--- src/rtl/pipeline_sequencer_pkg.sv ---
// Shared types and constants for the pipeline stall/flush sequencer.
// Holds the state encoding, the control-bundle struct and the source-match helper.
package pipeline_sequencer_pkg;

    localparam int REG_ADDR_W = 4;
    localparam int STATE_W    = 2;

    typedef logic [REG_ADDR_W-1:0] reg_addr_t;

    typedef enum logic [STATE_W-1:0] {
        PS_RUN      = 2'd0,
        PS_MEM_WAIT = 2'd1,
        PS_SHADOW   = 2'd2
    } pipe_state_e;

    typedef struct packed {
        logic pc_freeze;
        logic if_freeze;
        logic if_flush;
        logic id_freeze;
        logic id_flush;
        logic exe_freeze;
        logic mem_freeze;
        logic wb_bubble;
    } pipe_ctrl_t;

    localparam pipe_ctrl_t CTRL_NONE = '0;

    // Whole pipeline held; the instruction leaving MEM must not write back twice.
    localparam pipe_ctrl_t CTRL_MEM_STALL = '{
        pc_freeze: 1'b1, if_freeze: 1'b1, if_flush: 1'b0, id_freeze: 1'b1,
        id_flush: 1'b0, exe_freeze: 1'b1, mem_freeze: 1'b1, wb_bubble: 1'b1
    };

    localparam pipe_ctrl_t CTRL_BRANCH_FLUSH = '{
        pc_freeze: 1'b0, if_freeze: 1'b0, if_flush: 1'b1, id_freeze: 1'b0,
        id_flush: 1'b1, exe_freeze: 1'b0, mem_freeze: 1'b0, wb_bubble: 1'b0
    };

    localparam pipe_ctrl_t CTRL_HAZARD_BUBBLE = '{
        pc_freeze: 1'b1, if_freeze: 1'b1, if_flush: 1'b0, id_freeze: 1'b0,
        id_flush: 1'b1, exe_freeze: 1'b0, mem_freeze: 1'b0, wb_bubble: 1'b0
    };

    function automatic logic src_match(
        input reg_addr_t src_1,
        input reg_addr_t src_2,
        input logic      src_valid,
        input logic      two_src,
        input reg_addr_t dest
    );
        return (src_valid && (src_1 == dest)) || (two_src && (src_2 == dest));
    endfunction

endpackage

--- src/rtl/pipeline_sequencer_if.sv ---
// Bundle of hazard inputs, pipeline controls and counters between the datapath and the sequencer.
// The sequencer takes the slave side; the pipeline/datapath takes the master side.
interface pipeline_sequencer_if #(
    parameter int CNT_W = 16
);
    pipeline_sequencer_pkg::reg_addr_t src_1;
    pipeline_sequencer_pkg::reg_addr_t src_2;
    pipeline_sequencer_pkg::reg_addr_t exe_dest;
    pipeline_sequencer_pkg::reg_addr_t mem_dest;
    logic two_src;
    logic src_valid;
    logic exe_wb_en;
    logic exe_mem_r_en;
    logic mem_wb_en;
    logic forward_en;
    logic branch_taken;
    logic mem_access;
    logic mem_ready;

    logic pc_freeze;
    logic if_freeze;
    logic if_flush;
    logic id_freeze;
    logic id_flush;
    logic exe_freeze;
    logic mem_freeze;
    logic wb_bubble;
    logic hazard;
    logic [CNT_W-1:0] stall_cnt;
    logic [CNT_W-1:0] flush_cnt;
    logic mem_timeout;

    modport master (
        output src_1, src_2, exe_dest, mem_dest, two_src, src_valid, exe_wb_en,
               exe_mem_r_en, mem_wb_en, forward_en, branch_taken, mem_access, mem_ready,
        input  pc_freeze, if_freeze, if_flush, id_freeze, id_flush, exe_freeze,
               mem_freeze, wb_bubble, hazard, stall_cnt, flush_cnt, mem_timeout
    );

    modport slave (
        input  src_1, src_2, exe_dest, mem_dest, two_src, src_valid, exe_wb_en,
               exe_mem_r_en, mem_wb_en, forward_en, branch_taken, mem_access, mem_ready,
        output pc_freeze, if_freeze, if_flush, id_freeze, id_flush, exe_freeze,
               mem_freeze, wb_bubble, hazard, stall_cnt, flush_cnt, mem_timeout
    );

endinterface

--- src/rtl/pipeline_sequencer_hazard_detect.sv ---
// Combinational RAW-hazard detector between the ID-stage sources and in-flight destinations.
// With forwarding enabled only a load in EXE cannot be bypassed in time.
module pipeline_sequencer_hazard_detect
    import pipeline_sequencer_pkg::*;
(
    input  reg_addr_t src_1,
    input  reg_addr_t src_2,
    input  logic      two_src,
    input  logic      src_valid,
    input  reg_addr_t exe_dest,
    input  logic      exe_wb_en,
    input  logic      exe_mem_r_en,
    input  reg_addr_t mem_dest,
    input  logic      mem_wb_en,
    input  logic      forward_en,
    output logic      hazard
);

    logic exe_match;
    logic mem_match;

    assign exe_match = src_match(src_1, src_2, src_valid, two_src, exe_dest);
    assign mem_match = src_match(src_1, src_2, src_valid, two_src, mem_dest);

    assign hazard = forward_en
                  ? (exe_wb_en && exe_mem_r_en && exe_match)
                  : ((exe_wb_en && exe_match) || (mem_wb_en && mem_match));

endmodule

--- src/rtl/pipeline_sequencer.sv ---
// Stall/flush controller for the 5-stage pipeline: memory freeze, branch squash, RAW bubbles,
// plus saturating stall/flush counters and a sticky memory-timeout flag.
module pipeline_sequencer
    import pipeline_sequencer_pkg::*;
#(
    parameter int CNT_W       = 16,
    parameter int MEM_TIMEOUT = 64
) (
    input logic clk,
    input logic rst,
    pipeline_sequencer_if.slave bus
);

    localparam int WAIT_W = $clog2(MEM_TIMEOUT + 1);
    localparam logic [WAIT_W-1:0] WAIT_MAX  = WAIT_W'(MEM_TIMEOUT);
    localparam logic [WAIT_W-1:0] WAIT_LAST = WAIT_W'(MEM_TIMEOUT - 1);

    pipe_state_e       state;
    pipe_state_e       state_next;
    pipe_ctrl_t        ctrl;
    pipe_ctrl_t        ctrl_out;
    logic              hazard_raw;
    logic              mem_stall;
    logic              stall_inc;
    logic              flush_inc;
    logic              wait_inc;
    logic [WAIT_W-1:0] wait_cnt;
    logic [CNT_W-1:0]  stall_cnt;
    logic [CNT_W-1:0]  flush_cnt;
    logic              mem_timeout;

    pipeline_sequencer_hazard_detect u_hazard_detect (
        .src_1        (bus.src_1),
        .src_2        (bus.src_2),
        .two_src      (bus.two_src),
        .src_valid    (bus.src_valid),
        .exe_dest     (bus.exe_dest),
        .exe_wb_en    (bus.exe_wb_en),
        .exe_mem_r_en (bus.exe_mem_r_en),
        .mem_dest     (bus.mem_dest),
        .mem_wb_en    (bus.mem_wb_en),
        .forward_en   (bus.forward_en),
        .hazard       (hazard_raw)
    );

    // NOTE: every signal written here gets a default first so no path infers a latch.
    always_comb begin
        state_next = PS_RUN;
        ctrl       = CTRL_NONE;
        stall_inc  = 1'b0;
        flush_inc  = 1'b0;
        wait_inc   = 1'b0;

        // Once waiting, only mem_ready ends the stall; the access itself is frozen in MEM.
        mem_stall = (state == PS_MEM_WAIT) ? !bus.mem_ready
                                           : (bus.mem_access && !bus.mem_ready);

        if (mem_stall) begin
            ctrl       = CTRL_MEM_STALL;
            stall_inc  = 1'b1;
            wait_inc   = (state == PS_MEM_WAIT);
            state_next = PS_MEM_WAIT;
        end else if (bus.branch_taken) begin
            ctrl       = CTRL_BRANCH_FLUSH;
            flush_inc  = 1'b1;
            state_next = PS_SHADOW;
        end else if (hazard_raw && (state != PS_SHADOW)) begin
            ctrl      = CTRL_HAZARD_BUBBLE;
            stall_inc = 1'b1;
        end
    end

    // NOTE: state registers use non-blocking assignments so every flop samples pre-edge values.
    always_ff @(posedge clk) begin
        if (rst) begin
            state       <= PS_RUN;
            wait_cnt    <= '0;
            stall_cnt   <= '0;
            flush_cnt   <= '0;
            mem_timeout <= 1'b0;
        end else begin
            state <= state_next;

            if (!mem_stall) begin
                wait_cnt <= '0;
            end else if (wait_inc && (wait_cnt != WAIT_MAX)) begin
                wait_cnt <= wait_cnt + 1'b1;
            end

            if (wait_inc && (wait_cnt >= WAIT_LAST)) begin
                mem_timeout <= 1'b1;
            end

            if (stall_inc && (stall_cnt != {CNT_W{1'b1}})) begin
                stall_cnt <= stall_cnt + 1'b1;
            end

            if (flush_inc && (flush_cnt != {CNT_W{1'b1}})) begin
                flush_cnt <= flush_cnt + 1'b1;
            end
        end
    end

    assign ctrl_out = rst ? CTRL_NONE : ctrl;

    assign bus.pc_freeze   = ctrl_out.pc_freeze;
    assign bus.if_freeze   = ctrl_out.if_freeze;
    assign bus.if_flush    = ctrl_out.if_flush;
    assign bus.id_freeze   = ctrl_out.id_freeze;
    assign bus.id_flush    = ctrl_out.id_flush;
    assign bus.exe_freeze  = ctrl_out.exe_freeze;
    assign bus.mem_freeze  = ctrl_out.mem_freeze;
    assign bus.wb_bubble   = ctrl_out.wb_bubble;
    assign bus.hazard      = hazard_raw;
    assign bus.stall_cnt   = stall_cnt;
    assign bus.flush_cnt   = flush_cnt;
    assign bus.mem_timeout = mem_timeout;

endmodule

--- src/flat_wrapper.sv ---
// flat-port wrapper written by rule: the top's interface ports become plain ports
module pipeline_sequencer_flat import pipeline_sequencer_pkg::*;
#(
    parameter int CNT_W       = 16,
    parameter int MEM_TIMEOUT = 64
)
  (clk, rst, bus_src_1, bus_src_2, bus_exe_dest, bus_mem_dest, bus_two_src, bus_src_valid, bus_exe_wb_en, bus_exe_mem_r_en, bus_mem_wb_en, bus_forward_en, bus_branch_taken, bus_mem_access, bus_mem_ready, bus_pc_freeze, bus_if_freeze, bus_if_flush, bus_id_freeze, bus_id_flush, bus_exe_freeze, bus_mem_freeze, bus_wb_bubble, bus_hazard, bus_stall_cnt, bus_flush_cnt, bus_mem_timeout);
  pipeline_sequencer_if #(.CNT_W(CNT_W)) bus_i ();
  input logic clk;
  input logic rst;
  input wire logic [$bits(bus_i.src_1)-1:0] bus_src_1;
  input wire logic [$bits(bus_i.src_2)-1:0] bus_src_2;
  input wire logic [$bits(bus_i.exe_dest)-1:0] bus_exe_dest;
  input wire logic [$bits(bus_i.mem_dest)-1:0] bus_mem_dest;
  input wire logic [$bits(bus_i.two_src)-1:0] bus_two_src;
  input wire logic [$bits(bus_i.src_valid)-1:0] bus_src_valid;
  input wire logic [$bits(bus_i.exe_wb_en)-1:0] bus_exe_wb_en;
  input wire logic [$bits(bus_i.exe_mem_r_en)-1:0] bus_exe_mem_r_en;
  input wire logic [$bits(bus_i.mem_wb_en)-1:0] bus_mem_wb_en;
  input wire logic [$bits(bus_i.forward_en)-1:0] bus_forward_en;
  input wire logic [$bits(bus_i.branch_taken)-1:0] bus_branch_taken;
  input wire logic [$bits(bus_i.mem_access)-1:0] bus_mem_access;
  input wire logic [$bits(bus_i.mem_ready)-1:0] bus_mem_ready;
  output wire logic [$bits(bus_i.pc_freeze)-1:0] bus_pc_freeze;
  output wire logic [$bits(bus_i.if_freeze)-1:0] bus_if_freeze;
  output wire logic [$bits(bus_i.if_flush)-1:0] bus_if_flush;
  output wire logic [$bits(bus_i.id_freeze)-1:0] bus_id_freeze;
  output wire logic [$bits(bus_i.id_flush)-1:0] bus_id_flush;
  output wire logic [$bits(bus_i.exe_freeze)-1:0] bus_exe_freeze;
  output wire logic [$bits(bus_i.mem_freeze)-1:0] bus_mem_freeze;
  output wire logic [$bits(bus_i.wb_bubble)-1:0] bus_wb_bubble;
  output wire logic [$bits(bus_i.hazard)-1:0] bus_hazard;
  output wire logic [$bits(bus_i.stall_cnt)-1:0] bus_stall_cnt;
  output wire logic [$bits(bus_i.flush_cnt)-1:0] bus_flush_cnt;
  output wire logic [$bits(bus_i.mem_timeout)-1:0] bus_mem_timeout;
  assign bus_i.src_1 = bus_src_1;
  assign bus_i.src_2 = bus_src_2;
  assign bus_i.exe_dest = bus_exe_dest;
  assign bus_i.mem_dest = bus_mem_dest;
  assign bus_i.two_src = bus_two_src;
  assign bus_i.src_valid = bus_src_valid;
  assign bus_i.exe_wb_en = bus_exe_wb_en;
  assign bus_i.exe_mem_r_en = bus_exe_mem_r_en;
  assign bus_i.mem_wb_en = bus_mem_wb_en;
  assign bus_i.forward_en = bus_forward_en;
  assign bus_i.branch_taken = bus_branch_taken;
  assign bus_i.mem_access = bus_mem_access;
  assign bus_i.mem_ready = bus_mem_ready;
  assign bus_pc_freeze = bus_i.pc_freeze;
  assign bus_if_freeze = bus_i.if_freeze;
  assign bus_if_flush = bus_i.if_flush;
  assign bus_id_freeze = bus_i.id_freeze;
  assign bus_id_flush = bus_i.id_flush;
  assign bus_exe_freeze = bus_i.exe_freeze;
  assign bus_mem_freeze = bus_i.mem_freeze;
  assign bus_wb_bubble = bus_i.wb_bubble;
  assign bus_hazard = bus_i.hazard;
  assign bus_stall_cnt = bus_i.stall_cnt;
  assign bus_flush_cnt = bus_i.flush_cnt;
  assign bus_mem_timeout = bus_i.mem_timeout;
  pipeline_sequencer #(.CNT_W(CNT_W), .MEM_TIMEOUT(MEM_TIMEOUT)) u_core (.clk(clk), .rst(rst), .bus(bus_i));
endmodule
--- config.mk ---
export PLATFORM = sky130hd
export DESIGN_NAME = pipeline_sequencer_flat
export DESIGN_NICKNAME = d
export VERILOG_FILES = /design/src/rtl/pipeline_sequencer_pkg.sv /design/src/rtl/pipeline_sequencer_if.sv /design/src/rtl/pipeline_sequencer_hazard_detect.sv /design/src/rtl/pipeline_sequencer.sv /design/src/flat_wrapper.sv
export SDC_FILE = /design/constraint.sdc
export NUM_CORES = 1
export LEC_CHECK = 0
export BUFFER_PORTS_ARGS = -buffer_cell sky130_fd_sc_hd__buf_2
export CORE_ASPECT_RATIO = 1.75
export CORE_UTILIZATION = 56
export CTS_CLUSTER_DIAMETER = 150
export DETAILED_ROUTE_END_ITERATION = 10
export GPL_TIMING_DRIVEN = 0
export PLACE_DENSITY = 0.84
export SKIP_LAST_GASP = 1
export SYNTH_ARGS = -nofsm -noshare
export SYNTH_HDL_FRONTEND = slang
export SYNTH_HIERARCHICAL = 1
export SYNTH_SLANG_ARGS = --single-unit
--- constraint.sdc ---
create_clock -name clk -period 3.5 [get_ports clk]
set_input_delay 0.175 -clock clk [delete_from_list [all_inputs] [get_ports clk]]
set_output_delay 0.175 -clock clk [all_outputs]
set_load 0.005 [all_outputs]
; ---- After elaboration in Yosys (flattened, before gate mapping)
; Cells that the tools add are included.
[totals]
reg_bits = 42
word_cells = 54
mem_bits_rw = 0
latchBits = 0
rom_bits = 0
output_inout_bits = 42
in_bits = 27
n_memories = 0
[op_classes]
mul = 0
muxes = 14
n_div = 0
n_reduce_logical = 20
bitwise_logic = 1
magnitude_cmp = 1
n_eq_ne = 9
n_addsub = 3
n_shift = 0
[ops]
columns = cell, n
row1 = $add A16 B1 Y16 const B, 2
row2 = $mux W8, 4
row3 = $ne A16 B16 Y1 const B, 2
row4 = $eq A4 B4 Y1, 4
row5 = $logic_and A1 B1 Y1, 14
row6 = $mux W1, 9
row7 = $add A7 B1 Y7 const B, 1
row8 = $ge A7 B6 Y1 const B, 1
row9 = $ne A7 B7 Y1 const B, 1
row10 = $reduce_or A2 Y1, 2
row11 = $logic_or A1 B1 Y1, 3
row12 = $eq A2 B1 Y1 const B, 1
row13 = $mux W2, 1
row14 = $ne A2 B2 Y1 const B, 1
row15 = $logic_not A1 Y1, 1
row16 = $not A1 Y1, 1

; ---- Logic depth before layout (Yosys ltp)
[depth]
word_depth = 11
depth_mapped = 9
ltp_nobuf = 8

; ---- Modules after synthesis
; Netlist, hierarchy kept.
[by_module_without_submodules]
columns = module, area_each_um2, seq_area_each_um2, cells_each, n_inst
row1 = pipeline_sequencer, 2258.4, 840.8, 256, 1
row2 = pipeline_sequencer_hazard_detect, 215.2, 0.0, 27, 1

; ---- Least setup slack after synthesis
; Ideal clock, no wire load.
[synth_timing]
path_kind = in2reg
startpoint = input bus_exe_dest[2]
endpoint = register u_core.stall_cnt[11], in the netlist u_core/bus.stall_cnt[11]
n_path_buf = 1
setup_time_ns = 0.128
required_ns = 3.372
arrival_ns = 1.753
path_stages = 9
path_slack_ns = 1.620
cell_sequence = xor2_1 nor4_2 nand4_1 nand4_1 nand3b_4 buf_4 a2111oi_2 xnor2_1 nor2_1
[synth_via]
elab_chain_len = 11
word_cells_on_any_way = 14
cone_classes = eq/ne: 2 / mux: 4 / reduce/logical: 8
[synth_lines]
columns = item, line
row1 = from (decl), flat_wrapper.sv:13  ; input wire logic [$bits(bus_i.exe_dest)-1:0] bus_exe_dest;
row2 = $eq A4 B4 Y1, pipeline_sequencer_pkg.sv:52  ; return (src_valid && (src_1 == dest)) || (two_src && (src_2 == dest));
row3 = $logic_and A1 B1 Y1, pipeline_sequencer_pkg.sv:52
row4 = $logic_or A1 B1 Y1 (*), pipeline_sequencer_pkg.sv:52
row5 = $logic_and A1 B1 Y1, pipeline_sequencer_hazard_detect.sv:27  ; : ((exe_wb_en && exe_match) || (mem_wb_en && mem_match));
row6 = $logic_or A1 B1 Y1, pipeline_sequencer_hazard_detect.sv:27
row7 = $mux W1 (*), pipeline_sequencer_hazard_detect.sv:26  ; ? (exe_wb_en && exe_mem_r_en && exe_match)
row8 = net bus_hazard, flat_wrapper.sv:32  ; output wire logic [$bits(bus_i.hazard)-1:0] bus_hazard;
row9 = $logic_and A1 B1 Y1 (*), pipeline_sequencer.sv:67  ; end else if (hazard_raw && (state != PS_SHADOW)) begin
row10 = $mux W1 (*), pipeline_sequencer.sv:67
row11 = $mux W1 (*), pipeline_sequencer.sv:63  ; end else if (bus.branch_taken) begin
row12 = $mux W1 (*), pipeline_sequencer.sv:58  ; if (mem_stall) begin
row13 = $logic_and A1 B1 Y1 (*), pipeline_sequencer.sv:94  ; if (stall_inc && (stall_cnt != {CNT_W{1'b1}})) begin
row14 = to (signal assigned), pipeline_sequencer.sv:95  ; stall_cnt <= stall_cnt + 1'b1;
row15 = to (decl), pipeline_sequencer.sv:28  ; logic [CNT_W-1:0] stall_cnt;
; Mark *: on every way through the listed nets, which the timed path passes. The rest lies on a longest branch.
; A chain may end at the register's enable or synchronous reset.

; ---- Worst setup path after layout
[layout_timing]
startpoint = register u_core.state[1]
endpoint = output bus_mem_freeze
[layout_via]
elab_chain_len = 4
[layout_lines]
columns = item, line
row1 = from (decl), pipeline_sequencer.sv:18  ; pipe_state_e state;
row2 = from (signal assigned), pipeline_sequencer.sv:82  ; state <= state_next;
row3 = $eq A2 B1 Y1, pipeline_sequencer.sv:55  ; mem_stall = (state == PS_MEM_WAIT) ? !bus.mem_ready
row4 = $mux W1, pipeline_sequencer.sv:55
row5 = $mux W8, pipeline_sequencer.sv:58
row6 = $mux W8, pipeline_sequencer.sv:104  ; assign ctrl_out = rst ? CTRL_NONE : ctrl;
row7 = to (decl), flat_wrapper.sv:30  ; output wire logic [$bits(bus_i.mem_freeze)-1:0] bus_mem_freeze;
; No other way between the ends.

==> summary.md <==
| Metric | Value |
|---|---|
| Total Die Area | 0.00470 mm^2 |
| Combinational share of power | 10.6% |
| TritonCTS buffer count | 5 |
| PwrDens | 330 mW/mm^2 |
| Antenna violations before repair | 0 |
| Io pins | 69 |
| Cell Chain, Critical Path | nand2b_4, a21oi_1, nand2b_1, clkbuf_1, inv_1, buf_4, buf_2 |
| Largest net degree at the start of global routing | 13 |
| GP Congestion | 0.848 |
| Post-synthesis sequential area ratio | 34.0% |
| DR WL/cell | 14.7 um |
| Crit path capture type | output pin |
| Slew HR | 58.6% |
| Post-Synthesis Cell Area | 0.00247 mm^2 |
| Initial Utilization | 59.1% |
| Area after DPL | 0.00288 mm^2 |
| Max Freq | 461 MHz |
| Slew Limit Fails | 0 |
| Longest Clk Path Bufs | 2 |
| Worst-Skew Late Latency | 0.29 ns |
| Worst Path Arrival | 2.00 ns |
| Switching Fraction | 23.2% |
| Vias | 2368 |
| DP HPWL | 4550 um |
| Sw Pwr | 229 uW |
| Clk_skew | 0.00907 ns |
| DRC errors left | 0 |
| Most frequent cells in the layout | buf_2 (70), nor2_1 (45), dfxtp_1 (42) |
| Slack of the critical path | 1.33 ns |
| Worst-path fanout max | 9 |
| Number of post-CTS setup repair buffers | 0 |
| CTS tree | yes |
| Vias in the first global route | 2235 |
| Crit path launch type | flop |
| Clock Sinks | 42 |
| Worst slew pin tran | 0.621 ns |
| Most used DFF post-synth | dfxtp_1 |
| WS Path Type | flop to output pin |
| CP max stage cell | a21oi_1 |
| Crit-path max cell delay | 0.52 ns |
| Final WL | 5990 um |
| Static Leak | 1.21 nW |
| Reg-to-reg slack, setup | 1.59 ns |
| Worst EP required | 3.32 ns |
| Tcrit/Tclk final | 62.0% |
| Synth Area per Inst | 8.74 um^2 |
| First-pass GRT wire length | 9460 um |
| Peak VDD IR | 0.290 mV |
| Number of synthesized flops with an enable pin | 0 |
| Post-Syn Instances | 283 |
| HP Class | primary input to flop |
| Cell depth of the worst setup path | 7 |
| 1st-iter DRT viols | 65 |
| Yosys cell types | 48 |
| Total Power | 987 uW |
| Max-Cap Viols | 0 |
| Final instance area | 0.00299 mm^2 |
| CP top delay family | buffers and inverters |
| Vias per cell | 5.82 |
| P&R area growth vs syn | 20.8% |
| Warnings, synthesis | 6 |
| Most common cell after layout, fill and taps aside | buf_2 |
| Root buffer cell | clkbuf_8 |
| FP Rows | 31 |
| Fin crit period | 2.17 ns |
| Seq. cell area | 841 um^2 |
| Ys async rst share | 0% |
| DIE WIDTH | 52.2 um |
| Max H-tree Level | 2 |
| Outcome | complete, no violations |
| Die Y | 89.9 um |
| Buffers & Inverters on Critical Path | 4 |
| Port Buffers | 68 |
| Tot GR Track Use | 25.9% |
| Synth Net Count | 314 |
| Pint | 758 uW |
| RSZ-0062 raised after global routing | false |
| Share of cells above drive strength 1 | 28.5% |
| Clock power share | 39.6% |
| Flop pwr share | 49.8% |
| Pre-CTS WS | 1.30 ns |
| Seq cells post-synth | 42 |
| Setup TNS | 0 ns |
| Nets@finish | 389 |
| Core ar. | 0.00419 mm^2 |
| Cts hold-fix bufs | 0 |
| Endpoints failing setup | 0 |
| Antenna Nets Post-Route | 0 |
| Aggregate global routing overflow | 0 |
| Area of the multi-input gates | 0.00153 mm^2 |
| Clock-pin slew on the worst setup and hold paths | 0.08 ns |
| First-pass DRT Iterations | 6 |
| Worst Hold Depth | 4 |
| FF-to-FF path depth | 6 |
| Fillcell total | 341 |
| # resized after CTS | 0 |
| Ant diodes | 0 |
| Hold Violations, Final | 0 |
-- Yosys cell counts (2+ instances only) --
master | number | share of area [%]
ha_1 | 4 | 2.0
o21ai_0 | 2 | 0.40
buf_4 | 6 | 1.8
and2_1 | 2 | 0.51
xnor2_1 | 23 | 8.1
dfxtp_1 | 42 | 34
nand4_1 | 25 | 6.3
and4_1 | 3 | 1.1
inv_1 | 9 | 1.4
nor3_1 | 8 | 1.6
nor3_2 | 2 | 0.81
a31oi_1 | 2 | 0.51
nor4_1 | 3 | 0.76
a2111oi_2 | 6 | 3.6
a2111oi_1 | 3 | 1.2
nor2_1 | 45 | 6.8
buf_2 | 2 | 0.40
and3_1 | 2 | 0.51
mux2i_1 | 4 | 1.6
a21oi_1 | 8 | 1.6
or3_1 | 2 | 0.51
clkbuf_1 | 5 | 0.76
xor2_1 | 23 | 8.1
nand2_1 | 15 | 2.3
nand2b_1 | 4 | 1.0
nor2b_1 | 2 | 0.51
a211oi_1 | 3 | 0.91
nand3_1 | 8 | 1.6
-- path summary, 6_finish.rpt --
check,startpoint,endpoint
setup / recovery,u_core/state[1]$_SDFF_PP0_,bus_mem_freeze
hold / removal,bus_mem_ready,u_core/bus.mem_timeout$_SDFFE_PP0P_
setup reg to reg,u_core/bus.stall_cnt[0]$_SDFFE_PP0P_,u_core/bus.stall_cnt[12]$_SDFFE_PP0P_
hold reg to reg,u_core/bus.mem_timeout$_SDFFE_PP0P_,u_core/bus.mem_timeout$_SDFFE_PP0P_
-- cell type report --
cell class | count | share of cell area, %
Clock buffer | 6 | 2.76
Buffer | 13 | 2.47
Clock inverter | 1 | 1.01
Tap cell | 49 | 2.05
Inverter | 9 | 1.13
Timing Repair Buffer | 68 | 11.4
Multi-Input combinational cell | 219 | 51.0
Sequential cell | 42 | 28.1
-- cells by family after synthesis --
group | count (synthesis) | synth area share [%]
simple gates | 134 | 30.9
xor+xnor | 46 | 16.3
flops | 42 | 34.0
compound gates | 31 | 10.9
buf+inv | 22 | 4.35
mux | 4 | 1.62
fa+ha+maj | 4 | 2.02
-- flip-flops by register name, summed over array words and instances, names as in the netlist --
signal and flops:
u_core/state 2, u_core/bus.stall_cnt 16, u_core/bus.mem_timeout 1, u_core/wait_cnt 7
u_core/bus.flush_cnt 16
-- per-layer routing --
metal  GRT usage, %  share of wire (%)  routed length (um)
met2           48.4                 55                3270
met4           11.2                2.0                 121
met1           26.8                 39                2330
met3           3.72                4.5                 269
met5              0                  0                   0
-- metrics by stage --
stage / instances / hold slack (ns) / utilization (%)
2_1_floorplan: 283 / 0.395 / -
3_3_place_gp: 400 / 0.486 / 68.6
3_5_place_dp: 400 / 0.511 / 68.6
4_1_cts: 407 / 0.271 / 71.3
5_1_grt: 407 / 0.289 / 71.3
6_report: 407 / 0.267 / 71.3
-- power groups by stage --
stage               Sequential (mW)  Combinational [mW]  Clock, mW
floorplan                     0.502              0.0596          0
global placement              0.503               0.101          0
detailed placement            0.503               0.103          0
CTS                           0.492               0.104      0.397
global route                  0.493               0.113      0.418
finish                        0.492               0.104      0.391
-- worst min-delay path, delay by kind of cell --
kind,cells,cell delay [ns]
and+or+nand+nor,2,0.10
AOI/OAI and AO/OA,1,0.12
buffers and inverters,1,0.12
Power figures use the tool's default switching activity.
